<file path="src/rtl/result_mem_ctrl_pkg.sv">
// Shared types and default geometry for the result-memory capture controller.
package result_mem_ctrl_pkg;

    localparam int unsigned RM_WIDTH = 40;
    localparam int unsigned RM_DEPTH = 12;
    localparam int unsigned RM_LIMIT = 11;

    localparam int unsigned RM_ADDR_W = $clog2(RM_DEPTH);
    localparam int unsigned RM_CNT_W  = $clog2(RM_DEPTH + 1);

    typedef enum logic [1:0] {
        FILL  = 2'd0,
        FULL  = 2'd1,
        FLUSH = 2'd2
    } rm_state_t;

endpackage

</file>
<file path="src/rtl/result_mem_ctrl_rr_arbiter2.sv">
// Two-input round-robin grant: a lone requester wins, a tie goes to the one not served last.
module rr_arbiter2 (
    input  logic [1:0] i_req,
    input  logic       i_en,
    input  logic       i_last,
    output logic [1:0] o_gnt
);

    always_comb begin
        o_gnt = 2'b00;
        if (i_en) begin
            case (i_req)
                2'b01:   o_gnt = 2'b01;
                2'b10:   o_gnt = 2'b10;
                2'b11:   o_gnt = i_last ? 2'b01 : 2'b10;
                default: o_gnt = 2'b00;
            endcase
        end
    end

endmodule

</file>
<file path="src/rtl/result_mem_ctrl.sv">
// Capture controller: arbitrates ALU/LFSR words into a sequentially filled result memory,
// flags completion at LIMIT words and flushes the array on clear.
module result_mem_ctrl
    import result_mem_ctrl_pkg::*;
#(
    parameter int unsigned WIDTH = RM_WIDTH,
    parameter int unsigned DEPTH = RM_DEPTH,
    parameter int unsigned LIMIT = RM_LIMIT
) (
    input  logic                       clk,
    input  logic                       reset,
    input  logic                       i_clear,
    input  logic [1:0]                 i_req_valid,
    input  logic [WIDTH-1:0]           i_req_data0,
    input  logic [WIDTH-1:0]           i_req_data1,
    output logic [1:0]                 o_req_ready,
    input  logic [$clog2(DEPTH)-1:0]   i_rd_addr,
    output logic [WIDTH-1:0]           o_rd_data,
    output logic [$clog2(DEPTH+1)-1:0] o_count,
    output logic                       o_full,
    output logic                       o_done
);

    localparam int unsigned AW = $clog2(DEPTH);
    localparam int unsigned CW = $clog2(DEPTH + 1);
    localparam logic [CW-1:0] LAST_CNT  = CW'(LIMIT - 1);
    localparam logic [CW-1:0] LAST_ADDR = CW'(DEPTH - 1);
    localparam logic [CW-1:0] ONE       = CW'(1);
    localparam logic [AW:0]   DEPTH_A   = (AW + 1)'(DEPTH);

    rm_state_t        r_state;
    logic [CW-1:0]    r_ptr;
    logic [CW-1:0]    r_count;
    logic             r_last;
    logic             r_full;
    logic             r_done;
    logic [WIDTH-1:0] r_mem [DEPTH];

    logic [1:0]       w_gnt;
    logic             w_en;
    logic             w_xfer;
    logic [WIDTH-1:0] w_wdata;

    // clear wins over any transfer in the same cycle
    assign w_en    = (r_state == FILL) && !i_clear;
    assign w_xfer  = |w_gnt;
    assign w_wdata = w_gnt[1] ? i_req_data1 : i_req_data0;

    rr_arbiter2 u_arb (
        .i_req  (i_req_valid),
        .i_en   (w_en),
        .i_last (r_last),
        .o_gnt  (w_gnt)
    );

    always_ff @(posedge clk or negedge reset) begin
        if (!reset) begin
            r_state <= FILL;
            r_ptr   <= '0;
            r_count <= '0;
            r_last  <= 1'b1;
            r_full  <= 1'b0;
            r_done  <= 1'b0;
            for (int i = 0; i < int'(DEPTH); i++) begin
                r_mem[i] <= '0;
            end
        end else begin
            r_done <= 1'b0;
            case (r_state)
                FILL: begin
                    if (i_clear) begin
                        r_state <= FLUSH;
                        r_ptr   <= '0;
                        r_count <= '0;
                    end else if (w_xfer) begin
                        r_mem[r_ptr[AW-1:0]] <= w_wdata;
                        r_ptr   <= r_ptr + ONE;
                        r_count <= r_count + ONE;
                        r_last  <= w_gnt[1];
                        if (r_count == LAST_CNT) begin
                            r_state <= FULL;
                            r_full  <= 1'b1;
                            r_done  <= 1'b1;
                        end
                    end
                end
                FULL: begin
                    if (i_clear) begin
                        r_state <= FLUSH;
                        r_ptr   <= '0;
                        r_count <= '0;
                        r_full  <= 1'b0;
                    end
                end
                FLUSH: begin
                    // r_ptr doubles as the flush index; it restarts at 0 for the next fill
                    r_mem[r_ptr[AW-1:0]] <= '0;
                    if (r_ptr == LAST_ADDR) begin
                        r_state <= FILL;
                        r_ptr   <= '0;
                    end else begin
                        r_ptr <= r_ptr + ONE;
                    end
                end
                default: r_state <= FILL;
            endcase
        end
    end

    assign o_req_ready = w_gnt;
    assign o_rd_data   = ({1'b0, i_rd_addr} < DEPTH_A) ? r_mem[i_rd_addr] : '0;
    assign o_count     = r_count;
    assign o_full      = r_full;
    assign o_done      = r_done;

endmodule
</file>
<file path="config.mk">
export PLATFORM = sky130hd
export DESIGN_NAME = result_mem_ctrl
export DESIGN_NICKNAME = d
export VERILOG_FILES = /design/src/rtl/result_mem_ctrl_pkg.sv /design/src/rtl/result_mem_ctrl_rr_arbiter2.sv /design/src/rtl/result_mem_ctrl.sv
export SDC_FILE = /design/constraint.sdc
export NUM_CORES = 1
export LEC_CHECK = 0
export ABC_CLOCK_PERIOD_IN_PS = 2800
export BUFFER_PORTS_ARGS = -buffer_cell sky130_fd_sc_hd__buf_4
export CAP_MARGIN = 20
export CELL_PAD_IN_SITES_DETAIL_PLACEMENT = 0
export CELL_PAD_IN_SITES_GLOBAL_PLACEMENT = 1
export CORE_MARGIN = 4
export CORE_UTILIZATION = 53
export DETAILED_ROUTE_END_ITERATION = 10
export HOLD_SLACK_MARGIN = 0.15
export PLACE_DENSITY_LB_ADDON = 0.1
export SYNTH_ARGS = -nofsm -noshare
export SYNTH_HDL_FRONTEND = slang
export SYNTH_HIERARCHICAL = 1
export SYNTH_SLANG_ARGS = --single-unit
</file>
<file path="constraint.sdc">
create_clock -name clk -period 2.8 [get_ports clk]
set_input_delay 0.14 -clock clk [delete_from_list [all_inputs] [get_ports clk]]
set_output_delay 0.14 -clock clk [all_outputs]
set_load 0.05 [all_outputs]
</file>
Yosys cells after proc, flatten, opt, wreduce, memory -nomap -nowiden
Index checks and enable logic that the tools add are counted.

Equal/unequal tests: 14. $mul: 0. Mux-type cells: 37. Shift-type cells: 0. Bitwise operators: 5. Magnitude comparators: 4. Divide/modulo/power cells: 0. Reductions and logical operators: 14. Add/sub/neg operators: 2.

Operators by type and width (count): $mux 480 (2); $pmux 480 s2 (1); $and 480x480->480 (1); $bwmux 480 (1); $not 480->480 (1); $mux 40 (5); $bmux 40 s4 (1); $demux 40 s4 (1); $mux 4 (6); $mux 2 (7); $pmux 2 s3 (2); $pmux 4 s3 (1); $reduce_and 3->1 (4); $ge 5x5->1 const B (2); $not 4->5 (2); $add 4x1->4 const B (2); $eq 4x4->1 const B (2); $mux 1 (8); $ne 2x2->1 const B (4); $pmux 4 s2 (1); $eq 2x2->1 const B (3); $lt 5x1->1 const B (1); $reduce_and 5->1 (1); $eq 2x1->1 const B (2); 13 further kinds (15).

Bits in registers: 493. Input port bits: 89. Memories kept: 0. Latch bits: 0. Bits in writable memories: 0. Logic and storage cells: 94. Memory bits (read-only): 0.

Longest topological paths before layout
Gate-level depths: netlist (run 1).

Word-level depth: 9. Depth in mapped cells: 12. Depth with buffers taken out: 10.

By module
Netlist (run 1), hierarchy kept.

Modules (own cells, without submodules): result_mem_ctrl (area each 24524.8 µm², instances 1, cells each 1531, sequential area each 12338.1 µm²); rr_arbiter2 (area each 21.3 µm², instances 1, cells each 5, sequential area each 0.0 µm²).

Worst setup path before layout (run 1)
No wires, ideal clock.

Path type: flip-flop to flip-flop. From: register r_state[0]. To: register r_mem[360] (netlist bit). Setup slack: -0.572 ns. Arrival time: 3.247 ns. Path buffers: 2. Cell stages (with the launch flop): 13. Path through: dfrtp_1 -> inv_1 -> ha_1 -> nand2b_1 -> inv_2 -> nand2_1 -> a21oi_1 -> buf_6 -> or2_4 -> a22oi_4 -> nor4b_4 -> buf_6 -> mux2_4.

Cells in the longest elaborated chain, start to end: 8. Elaborated cells between the ends (all ways): 14.

Ends and longest elaborated chain: from (decl) (line result_mem_ctrl.sv:31) `rm_state_t r_state;`; from (signal assigned) (line result_mem_ctrl.sv:58) `r_state <= FILL;`; from (signal assigned) (line result_mem_ctrl.sv:72) `r_state <= FLUSH;`; from (signal assigned) (line result_mem_ctrl.sv:81) `r_state <= FULL;`; $logic_not 2->1 * (line result_mem_ctrl.sv:45) `assign w_en = (r_state == FILL) && !i_clear;`; $logic_and 1x1->1 * (line result_mem_ctrl.sv:45); named net w_en (line result_mem_ctrl.sv:40) `logic w_en;`; $mux 2 * (line result_mem_ctrl_rr_arbiter2.sv:11) `if (i_en) begin`; named net o_req_ready[1] (line result_mem_ctrl.sv:16) `output logic [1:0] o_req_ready,`; $mux 40 (line result_mem_ctrl.sv:47) `assign w_wdata = w_gnt[1] ? i_req_data1 : i_req_data0;`; $bwmux 480 (line result_mem_ctrl.sv:76) `r_mem[r_ptr[AW-1:0]] <= w_wdata;`; $mux 480 (line result_mem_ctrl.sv:75) `end else if (w_xfer) begin`; $mux 480 (line result_mem_ctrl.sv:71) `if (i_clear) begin`; $pmux 480 s2 (line result_mem_ctrl.sv:69) `case (r_state)`; to (signal, indexed assignment) (line result_mem_ctrl.sv:76); to (decl) (line result_mem_ctrl.sv:37) `logic [WIDTH-1:0] r_mem [DEPTH];`.

The timed path passes the listed nets; every way through them passes the cells marked *. The select of a mux whose other input is x is not followed. A chain may end at the register's enable or synchronous reset.

Worst setup path after layout (run 1)
From: register r_state[0]. To: register r_mem[465] (netlist bit).

Cells in the longest elaborated chain, start to end: 8. Elaborated cells between the ends (all ways): 14.

Ends and longest elaborated chain (line): $logic_not 2->1 * (result_mem_ctrl.sv:45); $logic_and 1x1->1 * (result_mem_ctrl.sv:45); named net w_en (result_mem_ctrl.sv:40); $mux 2 * (result_mem_ctrl_rr_arbiter2.sv:11); $mux 40 (result_mem_ctrl.sv:47); $bwmux 480 (result_mem_ctrl.sv:76); $mux 480 (result_mem_ctrl.sv:75); $mux 480 (result_mem_ctrl.sv:71); $pmux 480 s2 (result_mem_ctrl.sv:69).

Marked as above.

==> flow_summary.json, run 1 <==
{
  "mostFrequentLayoutCells": "492 x dfrtp_1, 320 x mux2_4, 169 x buf_4",
  "start_util_pct": 53.86,
  "crit_top_cell": "inv_2",
  "ctsHtreeMaxLevel": 2,
  "drive_gt1_share_pct": 55.04,
  "slowest_stage": "dfrtp_1",
  "synth_cell_types": 40,
  "ys.warnings.count": 6,
  "ys_async_sr_fraction_pct": 100.0,
  "rsz0062_at_grt": "true",
  "syn_inst": 1536,
  "timing.final.crit_period_ps": 2711,
  "outcome": "finished clean",
  "synth_edf_count": 0,
  "path_buf_inv": 5,
  "cp_slowest_stage_delay_ps": 420,
  "clock_latency_ps": 590,
  "synth_fa_ha_area_share_pct": 0.5607,
  "max_slew_margin_pct": 40.83,
  "finalInstanceArea_um2": 28550,
  "hold_violations": 0,
  "drt-total-wl_um": 58760,
  "drt-met1-wl_um": 27540,
  "area_growth_pct": 16.33,
  "synthesis.area_um2": 24550,
  "synth_top_family_by_area": "multiplexers",
  "drc": 0,
  "cp_max_fo": 9,
  "min_period_over_period_pct": 96.83,
  "yosys.area_share.simple_pct": 2.717,
  "min_path_cells": 4,
  "finalClockSkew_ps": 9.877,
  "die_x_um": 223.2,
  "arrival_ps": 3180,
  "cts_sinks": 493,
  "finalCoreUtilization_pct": 62.65,
  "pin_count": 137,
  "hpwl_um": 33080,
  "seq_area_frac_synth_pct": 50.27,
  "cts_buffers": 53,
  "syn_nets": 1636,
  "worstSetupStartpointType": "flip-flop",
  "vdd_drop_max_uv": 585.9,
  "numPortBuffers": 136,
  "wl_met3_um": 1793,
  "p_leak_nw": 13.48,
  "die_area_um2": 49820,
  "antennaDiodeCount": 0,
  "maxCapViolations": 0,
  "core_um2": 45580,
  "synthXorXnorAreaFrac_pct": 0,
  "synth-compound-area-share_pct": 1.708,
  "gp_congestion": 0.7512,
  "antenna_left": 0,
  "crit_chain": "inv_2 -> ha_4 -> nand2b_4 -> inv_2 -> nand2_1 -> a21oi_4 -> or2_4 -> a22oi_4 -> buf_4 -> nor4b_4 -> buf_6 -> clkbuf_16 -> mux2_4",
  "ys_seq_elements": 493,
  "cts_tree": "done",
  "yosys.area.top_type": "dfrtp_1",
  "grt_first_pass_wirelength_um": 89930,
  "worst-r2r-cell-count": 13,
  "grt_pass1_vias": 14820,
  "grt_max_degree": 74,
  "layout_commonest_cell": "dfrtp_1",
  "drt_iter0_drc": 677,
  "slew_violations": 0,
  "path_depth": 13,
  "setup_violations": 0,
  "cp.required_ps": 3270,
  "groute.usage.overall_pct": 23.10,
  "rows": 78,
  "nNetsFinal": 1766,
  "p_per_area_nw_per_um2": 853.9,
  "synth_top_cell_area_share_pct": 50.16,
  "wl_per_cell_um": 25.46,
  "grt-ovfl-total": 0,
  "worst_slew_pin_slew_ps": 884.3,
  "synth.area.top_cells": "dfrtp_1 50%, mux2_4 20%, mux4_2 11%",
  "timing.fmax_mhz": 368.8,
  "place_area_um2": 26450,
  "drtPass1Iterations": 4,
  "avgSynthCellArea_um2": 15.98,
  "cp_top_family": "buffers and inverters",
  "timing_worst_setup_path_type": "reg2reg",
  "antenna_found_initial": 0,
  "end_kind": "flip-flop",
  "dr_wl_met2_um": 28520,
  "via_per_inst": 5.824,
  "synth_ff_type": "dfrtp_1",
  "die_h_um": 223.2,
  "vias": 13440,
  "hold_class": "in2reg",
  "cts.reportedPaths.clkPinSlew_ps": 60,
  "top_layer": "met4",
  "clock-root-buffer": "clkbuf_16",
  "synthMuxAreaShare_pct": 41.23,
  "cts_buffer_depth": 3
}
==> final cells by class <==
| cell class | count | area [um2] |
|---|---|---|
| Clock buffer | 78 | 1603 |
| Timing Repair Buffer | 216 | 2136 |
| Fill cell | 3376 | 17020 |
| Multi-Input combinational cell | 893 | 11490 |
| Tap cell | 600 | 750.7 |
| Sequential cell | 493 | 12340 |
| Clock inverter | 19 | 198.9 |
| Inverter | 9 | 33.78 |
==> registers in the layout, summed over array words and instances, names as in the netlist <==
| register | cells |
|---|---|
| o_count | 4 |
| o_done | 1 |
| o_full | 1 |
| r_last | 1 |
| r_mem | 480 |
| r_ptr | 4 |
| r_state | 2 |
==> where the power goes <==
group	total (mW)	leakage [nW]	internal [mW]	switching, mW
Sequential	9.65	6.71	8.71	0.943
Combinational	7.52	5.87	4.02	3.50
Clock	7.21	0.905	4.32	2.89
Total	24.4	13.5	17.0	7.34
==> timing repair <==
| item | 4_1_cts | 5_1_grt |
|---|---|---|
| endpoints found under the hold margin | 504 | 0 |
| setup buffers | 0 | 9 |
| hold buffers | 6 | 0 |
| resized for setup | 0 | 31 |
| setup endpoints to repair | 0 | 273 |
==> worst paths after layout <==
check                                       startpoint                     end  slack [ps]
max in group asynchronous                        reset  r_mem[283]$_DFFE_PN0P_         880
worst max-delay path            r_state[0]$_DFFE_PN0P_  r_mem[465]$_DFFE_PN0P_          90
min in group asynchronous                        reset  r_mem[243]$_DFFE_PN0P_         650
worst min-delay path                   i_req_data0[16]  r_mem[376]$_DFFE_PN0P_         260
worst max register to register  r_state[0]$_DFFE_PN0P_  r_mem[465]$_DFFE_PN0P_          90
worst min register to register  r_mem[114]$_DFFE_PN0P_  r_mem[114]$_DFFE_PN0P_         500
==> per-layer routing <==
metal / vias up / GRT usage [%]
li1: 5862 / -
met1: 7326 / 33.69
met2: 199 / 38.05
met3: 55 / 2.803
met4: 0 / 4.633
met5: - / 0
==> tightest hold or removal path: stages <==
cell     delay [ps]
buf_4           110
mux2i_1         150
nor2_2          140
mux2_4          270
==> per-stage QoR <==
stage,worst slack [ps],instances,hold WS [ps],TNS (ps),total power [mW]
floorplan,20.67,1536,-155.6,0,15.06
global placement,82.89,2191,195.8,0,16.72
detailed placement,3.127,2191,191.4,0,16.91
CTS,3.005,2294,257.1,0,24.25
global route,-9.293,2308,279.7,-48.33,25.45
finish,88.77,2308,261.8,0,24.38
==> logic make-up (layout without fill, tap and decap cells) <==
group | after synthesis | count (layout)
flops | 493 | 493
mux | 681 | 681
simple gates | 130 | 130
fa+ha+maj | 11 | 11
buf+inv | 150 | 322
compound gates | 71 | 71
==> synth_stat cells (2+ instances only) <==
| library cell | number |
|---|---|
| a21oi_1 | 8 |
| mux4_2 | 120 |
| ha_1 | 11 |
| clkbuf_1 | 66 |
| a22o_1 | 3 |
| nor3_4 | 5 |
| nand3_1 | 4 |
| dfrtp_1 | 492 |
| buf_2 | 37 |
| buf_6 | 33 |
| nor3_1 | 3 |
| nor2b_1 | 8 |
| mux2i_1 | 81 |
| a31oi_1 | 2 |
| o21ai_0 | 47 |
| nor2_1 | 47 |
| nand2b_1 | 3 |
| inv_1 | 8 |
| buf_4 | 2 |
| mux2_2 | 160 |
| nand2_1 | 51 |
| buf_1 | 3 |
| mux2_4 | 320 |
| o2bb2ai_1 | 4 |
| nor4b_4 | 3 |
No activity file was read; power rests on OpenSTA's default activity.
==> inputs of run 2 (changes only) <==
--- a/config.mk
+++ b/config.mk
@@ -11,11 +11,10 @@
 export CELL_PAD_IN_SITES_DETAIL_PLACEMENT = 0
 export CELL_PAD_IN_SITES_GLOBAL_PLACEMENT = 1
 export CORE_MARGIN = 4
-export CORE_UTILIZATION = 53
+export CORE_UTILIZATION = 51
 export DETAILED_ROUTE_END_ITERATION = 10
 export HOLD_SLACK_MARGIN = 0.15
 export PLACE_DENSITY_LB_ADDON = 0.1
 export SYNTH_ARGS = -nofsm -noshare
 export SYNTH_HDL_FRONTEND = slang
-export SYNTH_HIERARCHICAL = 1
 export SYNTH_SLANG_ARGS = --single-unit
==> run 2 against run 1 <==
Worst setup slack gained 44 ps. Via count increased by 16%. Synthesized cell count rose by 0.59%. Register-to-register slack better by 40 ps.
==> flow_summary.json, run 2 <==
{
  "rows": 75,
  "synth_commonest_cells": "492 x dfrtp_1, 481 x o2bb2ai_1, 120 x mux4_2",
  "dp_slack_ps": 370.4,
  "wl_per_cell_um": 28.17,
  "antenna_found_initial": 0,
  "outcome": "finished clean",
  "ctsHtreeMaxLevel": 2,
  "hold_violations": 0,
  "worstSetupStartpointType": "flip-flop",
  "layout_commonest_cell": "dfrtp_1",
  "power.switching_mw": 6.579,
  "antennaDiodeCount": 0,
  "cts.reportedPaths.clkPinSlew_ps": 60,
  "comb_power_share_pct": 24.4,
  "yosysMostFrequentCell": "dfrtp_1",
  "p_per_area_nw_per_um2": 836.9,
  "cp_max_fo": 23,
  "cp.required_ps": 3250,
  "drtPass1Iterations": 5,
  "maxCapViolations": 0,
  "synthesis.area_um2": 21920,
  "yosys.area.top_type": "dfrtp_1",
  "crit_chain": "inv_1 -> ha_1 -> and2b_4 -> nand3_4 -> buf_12 -> mux2i_1 -> dlygate4sd3_1 -> buf_4 -> o2bb2ai_1",
  "drt-total-wl_um": 65640,
  "timing.fmax_mhz": 374.9,
  "ys_async_sr_fraction_pct": 100.0,
  "fin_hold_ws_ps": 451.0,
  "die_area_um2": 46360,
  "numPortBuffers": 136,
  "seq_area_frac_synth_pct": 56.29,
  "final.fill_count": 3156,
  "rrSetupSlack_ps": 130,
  "cts_tree": "done",
  "timing.final.crit_period_ps": 2667,
  "grt_first_pass_wirelength_um": 103700,
  "cts_buffers": 52,
  "cp_top_family": "buffers and inverters",
  "cp_slowest_stage_delay_ps": 610,
  "core_um2": 42230,
  "worstReg2RegEnd": "r_mem[5]$_DFFE_PN0P_",
  "hold_class": "in2reg",
  "seq_area_um2": 12340,
  "via_per_inst": 6.674,
  "groute.usage.overall_pct": 28.67,
  "timing.final.ws_setup_ps": 132.7,
  "drive_gt1_share_pct": 27.36,
  "syn_nets": 1644,
  "ys.warnings.count": 0,
  "vdd_drop_max_uv": 621.1,
  "arrival_ps": 3120,
  "cts_sinks": 493,
  "die_h_um": 215.3,
  "clock-root-buffer": "clkbuf_16",
  "slowest_stage": "dlygate4sd3_1",
  "min_period_over_period_pct": 95.26,
  "gp_congestion": 0.7795,
  "end_kind": "flip-flop",
  "path_depth": 9,
  "max_slew_margin_pct": 51.32,
  "drt_iter0_drc": 1295,
  "avgSynthCellArea_um2": 14.19,
  "synth_cell_types": 43,
  "multi_input_area_um2": 8864,
  "die_x_um": 215.3,
  "switching_share_pct": 29.44,
  "slew_violations": 0,
  "mostFrequentLayoutCells": "492 x dfrtp_1, 481 x o2bb2ai_1, 225 x buf_4",
  "synth.area.top_cells": "dfrtp_1 56%, o2bb2ai_1 19%, mux4_2 12%",
  "hpwl_um": 36840,
  "cts_buffer_depth": 3,
  "synth_edf_count": 0,
  "drc": 0,
  "r2r_start": "r_state[1]$_DFFE_PN0P_",
  "min-delay-start": "i_clear",
  "timing_worst_setup_path_type": "reg2reg",
  "min_path_cells": 3,
  "nNetsFinal": 1847,
  "finalClockSkew_ps": 15.76,
  "syn_inst": 1545,
  "worst-r2r-cell-count": 9,
  "synth_top_cell_area_share_pct": 56.17,
  "largest_register_ffs": 480,
  "finalCoreUtilization_pct": 63.24,
  "start_util_pct": 51.90,
  "p_leak_nw": 11.83,
  "grt_pass1_vias": 16750,
  "synth_ff_type": "dfrtp_1",
  "seqPwrFrac_pct": 43.1,
  "hold_end": "o_count[1]$_DFFE_PN0P_",
  "clock_latency_ps": 590,
  "path_buf_inv": 4,
  "pin_count": 137,
  "ys_seq_elements": 493,
  "worst_slew_pin_slew_ps": 730.3,
  "grt_max_degree": 87,
  "p_int_mw": 15.77,
  "antenna_left": 0,
  "vias": 15550,
  "grt-ovfl-total": 0,
  "largest_register": "r_mem",
  "area_growth_pct": 21.85,
  "setup_violations": 0,
  "clock_power_share_pct": 32.6,
  "tns_ps": 0,
  "rsz0062_at_grt": "false"
}
==> run 2: cell type report <==
| type | instances | share of cell area [%] |
|---|---|---|
| well taps | 539 | 2.525 |
| clock buffers | 80 | 5.983 |
| repair buffers | 333 | 11.12 |
| multi-input cells | 857 | 33.19 |
| flip-flops and latches | 493 | 46.20 |
| clock inverters | 17 | 0.8246 |
| inverters | 11 | 0.1546 |
==> run 2: how the worst max path moves through the flow <==
stage	from	to	slack [ps]
6_report	r_state[1]$_DFFE_PN0P_	r_mem[5]$_DFFE_PN0P_	130
5_1_grt	r_state[0]$_DFFE_PN0P_	r_mem[78]$_DFFE_PN0P_	30
4_1_cts	r_state[1]$_DFFE_PN0P_	r_mem[395]$_DFFE_PN0P_	120
3_5_place_dp	r_state[1]$_DFFE_PN0P_	r_mem[55]$_DFFE_PN0P_	370
3_3_place_gp	r_state[1]$_DFFE_PN0P_	r_mem[47]$_DFFE_PN0P_	450
2_1_floorplan	i_rd_addr[3]	o_rd_data[28]	850
==> run 2: metrics by stage <==
stage	std cells	cell area (um2)	power [mW]
2_1_floorplan	1545	21920	13.11
3_3_place_gp	2146	24000	14.78
3_5_place_dp	2146	24000	14.93
4_1_cts	2330	26700	22.43
5_1_grt	2330	26710	23.31
6_report	2330	26710	22.35
==> run 2: kinds of logic after synthesis <==
kind of cell,Yosys count,share of synthesized area [%]
AND/OR/NAND/NOR,99,2.329
adder cells (fa/ha/maj),10,0.5709
multiplexers,202,16.08
buffers and inverters,195,3.825
AO/OA/AOI/OAI,546,20.91
flip-flops,493,56.29
==> run 2: repair_timing <==
item	in CTS	in global routing
hold buffers	87	0
hold endpoints to repair	984	0
setup endpoints to repair	0	49
resized for setup	0	1
setup buffers	0	0
==> run 2: tightest hold or removal path, stage by stage <==
cell	delay, ps
dlygate4sd3_1	530
buf_4	210
o41ai_1	110
==> run 2: power groups by stage <==
stage	Sequential [mW]	Combinational [mW]	Clock, mW
floorplan	9.45	3.67	0
global placement	9.64	5.13	0
detailed placement	9.66	5.28	0
CTS	9.59	5.45	7.39
global route	9.77	5.83	7.71
finish	9.63	5.45	7.28
==> run 2: layer usage <==
metal / share of wire, % / wire (um) / global-route usage, %
met2: 46 / 30230 / 43.81
met4: 2.3 / 1503 / 7.387
met1: 45 / 29600 / 42.86
met5: 0 / 0 / 0
met3: 6.6 / 4312 / 5.650
